File: src/rtl/flappy_pkg.sv
// Shared definitions for the flappy game datapath.
// - state_e          : frame sequencer state encoding (3-bit)
// - TICK_DIV_DEFAULT : Clk cycles per game frame (60 Hz at 100 MHz)
// - SCROLL_DIV_DEFAULT, SCORE_W
// - sat_inc()        : saturating increment for the score counter
package flappy_pkg;

  typedef enum logic [2:0] {
    ST_INIT   = 3'd0,
    ST_IDLE   = 3'd1,
    ST_PHYS   = 3'd2,
    ST_SCROLL = 3'd3,
    ST_CHECK  = 3'd4,
    ST_LOSE   = 3'd5
  } state_e;

  localparam int TICK_DIV_DEFAULT   = 1666667;
  localparam int SCROLL_DIV_DEFAULT = 2;
  localparam int SCORE_W            = 8;

  function automatic logic [SCORE_W-1:0] sat_inc(input logic [SCORE_W-1:0] v);
    return (&v) ? v : v + 1'b1;
  endfunction

endpackage

File: src/rtl/tick_divider.sv
// Free-running enable generator: tick is high for one Clk cycle every
// TICK_DIV cycles (counter runs 0..TICK_DIV-1, tick at terminal count).
// Ports:
//   Clk     in  clock
//   reset_n in  asynchronous active-low reset (counter -> 0)
//   tick    out one-cycle enable pulse
module tick_divider #(
  parameter int TICK_DIV = 8
) (
  input  logic Clk,
  input  logic reset_n,
  output logic tick
);

  localparam int            CW   = (TICK_DIV > 1) ? $clog2(TICK_DIV) : 1;
  localparam logic [CW-1:0] TERM = CW'(TICK_DIV - 1);

  logic [CW-1:0] cnt_q, cnt_d;

  always_comb begin
    cnt_d = (cnt_q == TERM) ? '0 : cnt_q + 1'b1;
  end

  always_ff @(posedge Clk or negedge reset_n) begin
    if (!reset_n) cnt_q <= '0;
    else          cnt_q <= cnt_d;
  end

  assign tick = (cnt_q == TERM);

endmodule

File: src/rtl/frame_sequencer.sv
// Per-frame scheduler: on every frame tick in Play, issues Phys_Req, then
// (every SCROLL_DIV frames) Scroll_Req, then Check_Req, each waiting for
// its Done pulse. Owns the Initial/Play/Lose game state and the frame and
// score counters.
// Ports:
//   Clk, reset_n                 clock, asynchronous active-low reset
//   Start, Ack                   leave Initial / leave Lose (1-cycle pulses)
//   Phys_Req/Phys_Done           physics step handshake
//   Scroll_Req/Scroll_Done       obstacle scroll handshake
//   Check_Req/Check_Done         collision check handshake
//   Lose, Score                  check results, valid with Check_Done
//   Q_Initial, Q_Play, Q_Lose    one-hot game state
//   Frame_Count, Score_Count     frames completed / points (saturating)
//   Overrun                      sticky: tick arrived mid-frame
// Optional build macro FRAME_SEQ_SPEEDUP_EN: the scroll divisor shrinks by
// one for every 8 points scored, never below 1.
module frame_sequencer
  import flappy_pkg::*;
#(
  parameter int TICK_DIV   = TICK_DIV_DEFAULT,
  parameter int SCROLL_DIV = SCROLL_DIV_DEFAULT,
  parameter int FC_W       = 16
) (
  input  logic               Clk,
  input  logic               reset_n,
  input  logic               Start,
  input  logic               Ack,
  output logic               Phys_Req,
  input  logic               Phys_Done,
  output logic               Scroll_Req,
  input  logic               Scroll_Done,
  output logic               Check_Req,
  input  logic               Check_Done,
  input  logic               Lose,
  input  logic               Score,
  output logic               Q_Initial,
  output logic               Q_Play,
  output logic               Q_Lose,
  output logic [FC_W-1:0]    Frame_Count,
  output logic [SCORE_W-1:0] Score_Count,
  output logic               Overrun
);

  state_e               state_q, state_d;
  logic                 phys_req_q, phys_req_d;
  logic                 scroll_req_q, scroll_req_d;
  logic                 check_req_q, check_req_d;
  logic [FC_W-1:0]      frame_q, frame_d;
  logic [SCORE_W-1:0]   score_q, score_d;
  logic                 overrun_q, overrun_d;
  logic [3:0]           scroll_cnt_q, scroll_cnt_d;
  logic                 tick;
  logic [3:0]           eff_div;
  logic                 scroll_due;

  tick_divider #(.TICK_DIV(TICK_DIV)) u_tick (
    .Clk     (Clk),
    .reset_n (reset_n),
    .tick    (tick)
  );

`ifdef FRAME_SEQ_SPEEDUP_EN
  logic [4:0] speed_step;
  assign speed_step = score_q[SCORE_W-1:3];
  always_comb begin
    if (({1'b0, speed_step} + 6'd1) >= 6'(SCROLL_DIV)) eff_div = 4'd1;
    else                                               eff_div = 4'(SCROLL_DIV) - speed_step[3:0];
  end
`else
  assign eff_div = 4'(SCROLL_DIV);
`endif

  // ">=" rather than "==" so a divisor that shrinks below the current
  // count scrolls on the very next frame instead of wrapping the counter.
  assign scroll_due = (({1'b0, scroll_cnt_q} + 5'd1) >= {1'b0, eff_div});

  always_comb begin
    state_d      = state_q;
    phys_req_d   = 1'b0;
    scroll_req_d = 1'b0;
    check_req_d  = 1'b0;
    frame_d      = frame_q;
    score_d      = score_q;
    overrun_d    = overrun_q;
    scroll_cnt_d = scroll_cnt_q;

    case (state_q)
      ST_INIT: begin
        if (Start) begin
          state_d      = ST_IDLE;
          frame_d      = '0;
          score_d      = '0;
          overrun_d    = 1'b0;
          scroll_cnt_d = '0;
        end
      end
      ST_IDLE: begin
        if (tick) begin
          state_d    = ST_PHYS;
          phys_req_d = 1'b1;
        end
      end
      ST_PHYS: begin
        if (tick) overrun_d = 1'b1;  // tick dropped, not queued
        if (Phys_Done) begin
          if (scroll_due) begin
            scroll_cnt_d = '0;
            state_d      = ST_SCROLL;
            scroll_req_d = 1'b1;
          end else begin
            scroll_cnt_d = scroll_cnt_q + 4'd1;
            state_d      = ST_CHECK;
            check_req_d  = 1'b1;
          end
        end
      end
      ST_SCROLL: begin
        if (tick) overrun_d = 1'b1;
        if (Scroll_Done) begin
          state_d     = ST_CHECK;
          check_req_d = 1'b1;
        end
      end
      ST_CHECK: begin
        if (tick) overrun_d = 1'b1;
        if (Check_Done) begin
          frame_d = frame_q + 1'b1;
          if (Score) score_d = sat_inc(score_q);
          state_d = Lose ? ST_LOSE : ST_IDLE;
        end
      end
      ST_LOSE: begin
        if (Ack) state_d = ST_INIT;
      end
      default: state_d = ST_INIT;
    endcase
  end

  always_ff @(posedge Clk or negedge reset_n) begin
    if (!reset_n) begin
      state_q      <= ST_INIT;
      phys_req_q   <= 1'b0;
      scroll_req_q <= 1'b0;
      check_req_q  <= 1'b0;
      frame_q      <= '0;
      score_q      <= '0;
      overrun_q    <= 1'b0;
      scroll_cnt_q <= '0;
    end else begin
      state_q      <= state_d;
      phys_req_q   <= phys_req_d;
      scroll_req_q <= scroll_req_d;
      check_req_q  <= check_req_d;
      frame_q      <= frame_d;
      score_q      <= score_d;
      overrun_q    <= overrun_d;
      scroll_cnt_q <= scroll_cnt_d;
    end
  end

  assign Phys_Req    = phys_req_q;
  assign Scroll_Req  = scroll_req_q;
  assign Check_Req   = check_req_q;
  assign Q_Initial   = (state_q == ST_INIT);
  assign Q_Lose      = (state_q == ST_LOSE);
  assign Q_Play      = (state_q == ST_IDLE) || (state_q == ST_PHYS) ||
                       (state_q == ST_SCROLL) || (state_q == ST_CHECK);
  assign Frame_Count = frame_q;
  assign Score_Count = score_q;
  assign Overrun     = overrun_q;

endmodule

File: config.mk
export PLATFORM = sky130hd
export DESIGN_NAME = frame_sequencer
export DESIGN_NICKNAME = d
export VERILOG_FILES = /design/src/rtl/flappy_pkg.sv /design/src/rtl/tick_divider.sv /design/src/rtl/frame_sequencer.sv
export SDC_FILE = /design/constraint.sdc
export NUM_CORES = 1
export LEC_CHECK = 0
export BUFFER_PORTS_ARGS = -buffer_cell sky130_fd_sc_hd__buf_2
export CAP_MARGIN = 20
export CORE_MARGIN = 5
export CORE_UTILIZATION = 60
export CTS_CLUSTER_SIZE = 12
export DETAILED_ROUTE_END_ITERATION = 7
export PLACE_DENSITY_LB_ADDON = 0.3
export SLEW_MARGIN = 20
export SYNTH_ARGS = -nofsm -noshare
export SYNTH_HDL_FRONTEND = slang
export SYNTH_HIERARCHICAL = 1
export SYNTH_SLANG_ARGS = --single-unit
File: constraint.sdc
create_clock -name Clk -period 4.47 [get_ports Clk]
set_input_delay 0 -clock Clk [delete_from_list [all_inputs] [get_ports Clk]]
set_output_delay 0 -clock Clk [all_outputs]
set_load 0.02 [all_outputs]
# [Word level (Yosys, flattened, before mapping)]
# Index checks and enable logic that the tools add are counted.
[totals] output_inout_bits=31 register_bits=56 elab_cells=78 input_bits=9
[op_classes] magnitude_cmp=1 reduce_logical=14 n_mux=34 eq_ne=15 addsub=5
[op_table] operator="$mux W16" count=2
[op_table] operator="$mux W8" count=4
[op_table] operator="$pmux W16 S2" count=1
[op_table] operator="$mux W3" count=8
[op_table] operator="$add A21 B1 Y21 const B" count=1
[op_table] operator="$eq A21 B21 Y1 const B" count=1
[op_table] operator="$mux W21" count=1
[op_table] operator="$pmux W3 S6" count=1
[op_table] operator="$add A16 B1 Y16 const B" count=1
[op_table] operator="$ne A2 B2 Y1 const B" count=8
[op_table] operator="$pmux W8 S2" count=1
[op_table] operator="$mux W4" count=3
[op_table] operator="$mux W1" count=10
[op_table] operator="$reduce_and A3 Y1" count=3
[op_table] operator="$add A8 B1 Y8 const B" count=1
[op_table] operator="$pmux W4 S2" count=1
[op_table] operator="$reduce_and A8 Y1" count=1
[op_table] operator="$eq A3 B2 Y1 const B" count=2
[op_table] operator="$eq A3 B3 Y1 const B" count=2
[op_table] operator="$reduce_and A6 Y1" count=1
[op_table] operator="$reduce_bool A2 Y1" count=3
[op_table] operator="$add A4 B1 Y5 const B" count=1
[op_table] operator="$ge A5 B2 Y1 const B" count=1
[op_table] operator="$reduce_and A5 Y1" count=1
[op_table] operator="other kinds (7)" count=10

# [Depth between registers and ports, before layout]
[depth] word_depth=5 depth_mapped=9 depth_no_buf=8

# [Hierarchy]
# Netlist, hierarchy kept.
[modules_own_cells] module="frame_sequencer" seq_area_each_um2=875.8 cells_each=211 area_each_um2=1955.6 instances=1
[modules_own_cells] module="tick_divider" seq_area_each_um2=525.5 cells_each=100 area_each_um2=1097.3 instances=1

# [Least setup slack after synthesis]
# No wires, ideal clock.
[synth_timing] path_type="register to register" startpoint="register frame_q[0] (netlist: Frame_Count[0])" endpoint="register frame_q[14] (netlist: Frame_Count[14])" period_less_slack_ns=2.046 t_arrival_ns=1.968 setup_ns=0.078 path_buffers=1 path_stages_with_launch=7 slack_ns=2.424 t_required_ns=4.392 cell_sequence="dfrtp_1 -> ha_1 -> and4bb_1 -> or4b_1 -> buf_2 -> or3_1 -> a21oi_1"
[synth_between] elab_chain_len=3
[synth_lines] element="start, declared" line_no="frame_sequencer.sv:48" source="logic [FC_W-1:0] frame_q, frame_d;"
[synth_lines] element="start signal, assigned" line_no="frame_sequencer.sv:154" source="frame_q <= frame_d;"
[synth_lines] element="$add A16 B1 Y16" line_no="frame_sequencer.sv:127" source="frame_d = frame_q + 1'b1;"
[synth_lines] element="$mux W16" line_no="frame_sequencer.sv:126" source="if (Check_Done) begin"
[synth_lines] element="$pmux W16 S2" line_no="frame_sequencer.sv:87" source="case (state_q)"
# Every way passes these cells. The select of a mux whose other input is x is not followed.
# A chain may end at the register's enable or synchronous reset.

# [Worst setup path after layout]
[layout_timing] startpoint="register state_q[2]" endpoint="register frame_q[12] (netlist: Frame_Count[12])"
[layout_between] elab_chain_len=3 word_cells_on_any_way=7 classes_between="eq/ne (3); mux (1); reduce/logical (3)"
[layout_lines] element="start, declared" line_no="frame_sequencer.sv:44" source="state_e state_q, state_d;"
[layout_lines] element="start signal, assigned" line_no="frame_sequencer.sv:150" source="state_q <= state_d;"
[layout_lines] element="$eq A3 B3 Y1 / $logic_not A3 Y1 (equally long branches)" line_no="frame_sequencer.sv:87"
[layout_lines] element="$ne A2 B2 Y1 (no source line) / $reduce_bool A2 Y1 (equally long branches)"
[layout_lines] element="$reduce_and A3 Y1 (no source line)"
# Several ways; a longest one is shown, not always the timed one.

==> flow_summary.json <==
{
  "clkSlewWorstSetupHoldPaths_ns": 0.09,
  "post_synthesis_area_per_instance_um2": 9.82,
  "layout_common_cells": "sky130_fd_sc_hd__dfrtp_1, sky130_fd_sc_hd__buf_2, sky130_fd_sc_hd__nand2_1",
  "power.static_leakage_nw": 1.55,
  "seq_area_um2": 1400,
  "n_antenna_cell": 0,
  "ant_nets": 0,
  "pin_count": 40,
  "grt_pass1_wl_um": 10500,
  "tightest_slew_margin_relative_to_the_limit": 0.539,
  "grt_max_degree": 57,
  "finalClockSkew_ns": 0.00800,
  "drt_drc_violations_left": 0,
  "synthFlopType": "sky130_fd_sc_hd__dfrtp_1",
  "combinational_family_with_the_most_area_after_synthesis": "simple AND/OR/NAND/NOR gates",
  "setup-violations-final": 0,
  "critPathSlowestCell": "sky130_fd_sc_hd__dfrtp_1",
  "clk_lat_worst_skew_ns": 0.30,
  "worst_path_largest_cell_delay_ns": 0.77,
  "grtUsageTotal": 0.201,
  "worstSetupPathType": "flop to flop",
  "report.power.total_mw": 0.843,
  "numPlacedInstances": 410,
  "first_global_vias": 2326,
  "tritoncts.num_buffers": 5,
  "rsz_0062_raised_after_global_routing": "no",
  "tightest_slew_ns": 0.692,
  "synth_edf_count": 0,
  "final_layout_size_suffix_gt1_frac": 0.189,
  "synth_seq_area_share": 0.459,
  "filler_cell_count": 436,
  "root_buffer": "sky130_fd_sc_hd__clkbuf_8",
  "critPathMaxFanout": 22,
  "p_per_area_nw_per_um2": 249,
  "synth_nets": 326,
  "synth_cell_types": 53,
  "post_cts_setup_repair_buffer_count": 0,
  "floorplan.die.width_um": 81.3,
  "ir_worst_vdd_uv": 190,
  "dr_total_vias": 2477,
  "grt_overflow_total": 0,
  "synthXorXnorAreaFrac": 0.0717,
  "syn_area_um2": 3050,
  "cts_resized": 0,
  "number_of_antenna_violations_at_the_first_check_in_global_routing": 0,
  "avgViaCountPerCell": 5.91,
  "final-max-slew-violation-count": 0,
  "ys_seq_elements": 56,
  "rows": 26,
  "dieHeight_um": 81.3,
  "hpwlAfterDp_um": 4170,
  "drtIter0Drc": 145,
  "worst_ep_required_time_ns": 4.69,
  "timing.critical_path.arrival_ns": 2.57,
  "routed_wire_length_per_instance_um": 14.4,
  "count_of_input_and_output_buffers": 39,
  "floorplan.core_area_um2": 5010,
  "finalCritPeriodShare": 0.525,
  "stdcell_count": 419,
  "synth_compound_area_frac": 0.0951,
  "multi_input_area_um2": 1560,
  "instance_count_of_the_mapped_netlist": 311,
  "finalSetupTns_ns": 0,
  "critical_path.n_buffers_inverters": 0,
  "worst_hold_path_type": "primary input to flop",
  "max-cap-violations": 0,
  "timing.critical_path.to_type": "flop",
  "synth_fa_ha_area_frac": 0.0246,
  "relative_area_change_from_synthesis_to_final_layout_pct": 10.7,
  "cts_hold_repair.buffers": 1,
  "tritoncts_num_sinks": 56,
  "cts_tree": "yes",
  "drt_pre_antenna_iters": 4,
  "setup.worst_path.start_class": "flop",
  "synthSimpleGateAreaFrac": 0.287,
  "async_reset_ff_frac": 1.00,
  "final_net_count": 363,
  "synth-warning-count": 6,
  "place_congestion": 0.770,
  "synthMuxAreaShare": 0.0307,
  "hold_viol": 0,
  "totalWireLength_um": 6030,
  "finalWorstPathRequiredPeriod_ns": 2.35,
  "fmaxAchievable_mhz": 426,
  "cp_cell_sequence": "mux2i_1 -> or4b_1 -> or3_1 -> a21oi_1",
  "final_common_cell": "sky130_fd_sc_hd__dfrtp_1",
  "floorplan.die_area_um2": 6610,
  "clock_tree.buffer_depth": 2,
  "outcome": "finished clean",
  "htree_num_levels": 2,
  "initial_standard_cell_utilization_of_the_core": 0.609,
  "critical_path.top_delay_family": "simple AND/OR/NAND/NOR gates"
}
-- power breakdown --
group | internal, mW | leakage, nW | switching, mW
clock network | 0.127 | 0.0455 | 0.153
logic | 0.0140 | 0.750 | 0.0297
registers | 0.512 | 0.750 | 0.00724
total | 0.653 | 1.55 | 0.190
-- cell usage after synthesis, types with 2 or more instances --
library cell               count  area, um^2
sky130_fd_sc_hd__a211oi_1      2        15.0
sky130_fd_sc_hd__a21oi_1      17        85.1
sky130_fd_sc_hd__a22o_1        2        17.5
sky130_fd_sc_hd__and2_1        6        37.5
sky130_fd_sc_hd__and3_1        7        43.8
sky130_fd_sc_hd__and4_1        6        52.6
sky130_fd_sc_hd__buf_2         2        10.0
sky130_fd_sc_hd__buf_4         2        15.0
sky130_fd_sc_hd__buf_6         2        22.5
sky130_fd_sc_hd__clkbuf_1      6        22.5
sky130_fd_sc_hd__dfrtp_1      56        1400
sky130_fd_sc_hd__ha_1          6        75.1
sky130_fd_sc_hd__inv_1         7        26.3
sky130_fd_sc_hd__mux2_2        3        33.8
sky130_fd_sc_hd__mux2i_1       6        60.1
sky130_fd_sc_hd__nand2_1      27         101
sky130_fd_sc_hd__nand2b_1      4        25.0
sky130_fd_sc_hd__nand3_1      18        90.1
sky130_fd_sc_hd__nand4_1      14        87.6
sky130_fd_sc_hd__nand4b_1      2        17.5
sky130_fd_sc_hd__nor2_1       21        78.8
sky130_fd_sc_hd__nor2_2        9        56.3
sky130_fd_sc_hd__nor2b_1       3        18.8
sky130_fd_sc_hd__nor3_1        6        30.0
sky130_fd_sc_hd__nor4_1        2        12.5
sky130_fd_sc_hd__nor4b_2       2        30.0
sky130_fd_sc_hd__o21ai_0      13        65.1
sky130_fd_sc_hd__o31ai_1       3        22.5
sky130_fd_sc_hd__or3_1         9        56.3
sky130_fd_sc_hd__or4_1         2        15.0
sky130_fd_sc_hd__xnor2_1      10        87.6
sky130_fd_sc_hd__xor2_1       15         131
-- cell families after synthesis --
kind of cell,count (synthesis)
muxes,9
xor gates and xnor gates,25
buffers and inverters,19
and+or+nand+nor,149
AOI/OAI and AO/OA,47
DFF,56
adders and majority gates,6
-- routing by layer --
layer | GRT usage | vias up | wire, um
met2 | 0.318 | 61 | 2830
li1 | - | 1199 | -
met4 | 0.0642 | 0 | 67
met3 | 0.0366 | 8 | 261
met1 | 0.279 | 1209 | 2870
met5 | 0 | - | 0
-- metrics by stage --
stage	hold slack, ns	setup WS [ns]	utilization	instance area, um^2
CTS	0.0208	2.14	0.675	3380
global placement	0.176	2.24	0.655	3280
floorplan	-0.296	2.42	-	3050
detailed placement	0.180	2.17	0.655	3280
global route	0.0426	1.91	0.675	3380
finish	0.0272	2.12	0.675	3380
-- sequential cells by signal (all words and copies together), names as in the netlist --
| name | cells |
|---|---|
| scroll_cnt_q | 4 |
| Overrun | 1 |
| Check_Req | 1 |
| Score_Count | 8 |
| Scroll_Req | 1 |
| state_q | 3 |
| Frame_Count | 16 |
| Phys_Req | 1 |
| u_tick/cnt_q | 21 |
-- cell type report --
cell class                 count  share of cell area
timing repair buffer          42              0.0651
sequential                    56               0.415
clock buffer                   8              0.0266
tap                           70              0.0259
inverter                       7             0.00777
multi-input combinational    236               0.460
-- final timing paths --
kind                                 startpoint         endpoint  slack (ns)  cells after the start
min in group asynchronous               reset_n  u_tick/cnt_q[6]        0.34                      3
worst max-delay path                 state_q[2]  Frame_Count[12]        2.12                      4
worst min register to register  scroll_cnt_q[3]  scroll_cnt_q[3]        0.50                      1
max in group asynchronous               reset_n  u_tick/cnt_q[2]        3.66                      3
worst max register to register       state_q[2]  Frame_Count[12]        2.12                      4
worst min-delay path                Scroll_Done        Check_Req        0.03                      3
-- worst register-to-register path, delay by kind of cell (launching register included) --
kind,cells,cell delay (ns)
flops,1,0.77
compound gates,1,0.15
simple gates,2,1.02
mux,1,0.33
Power figures use the tool's default switching activity.
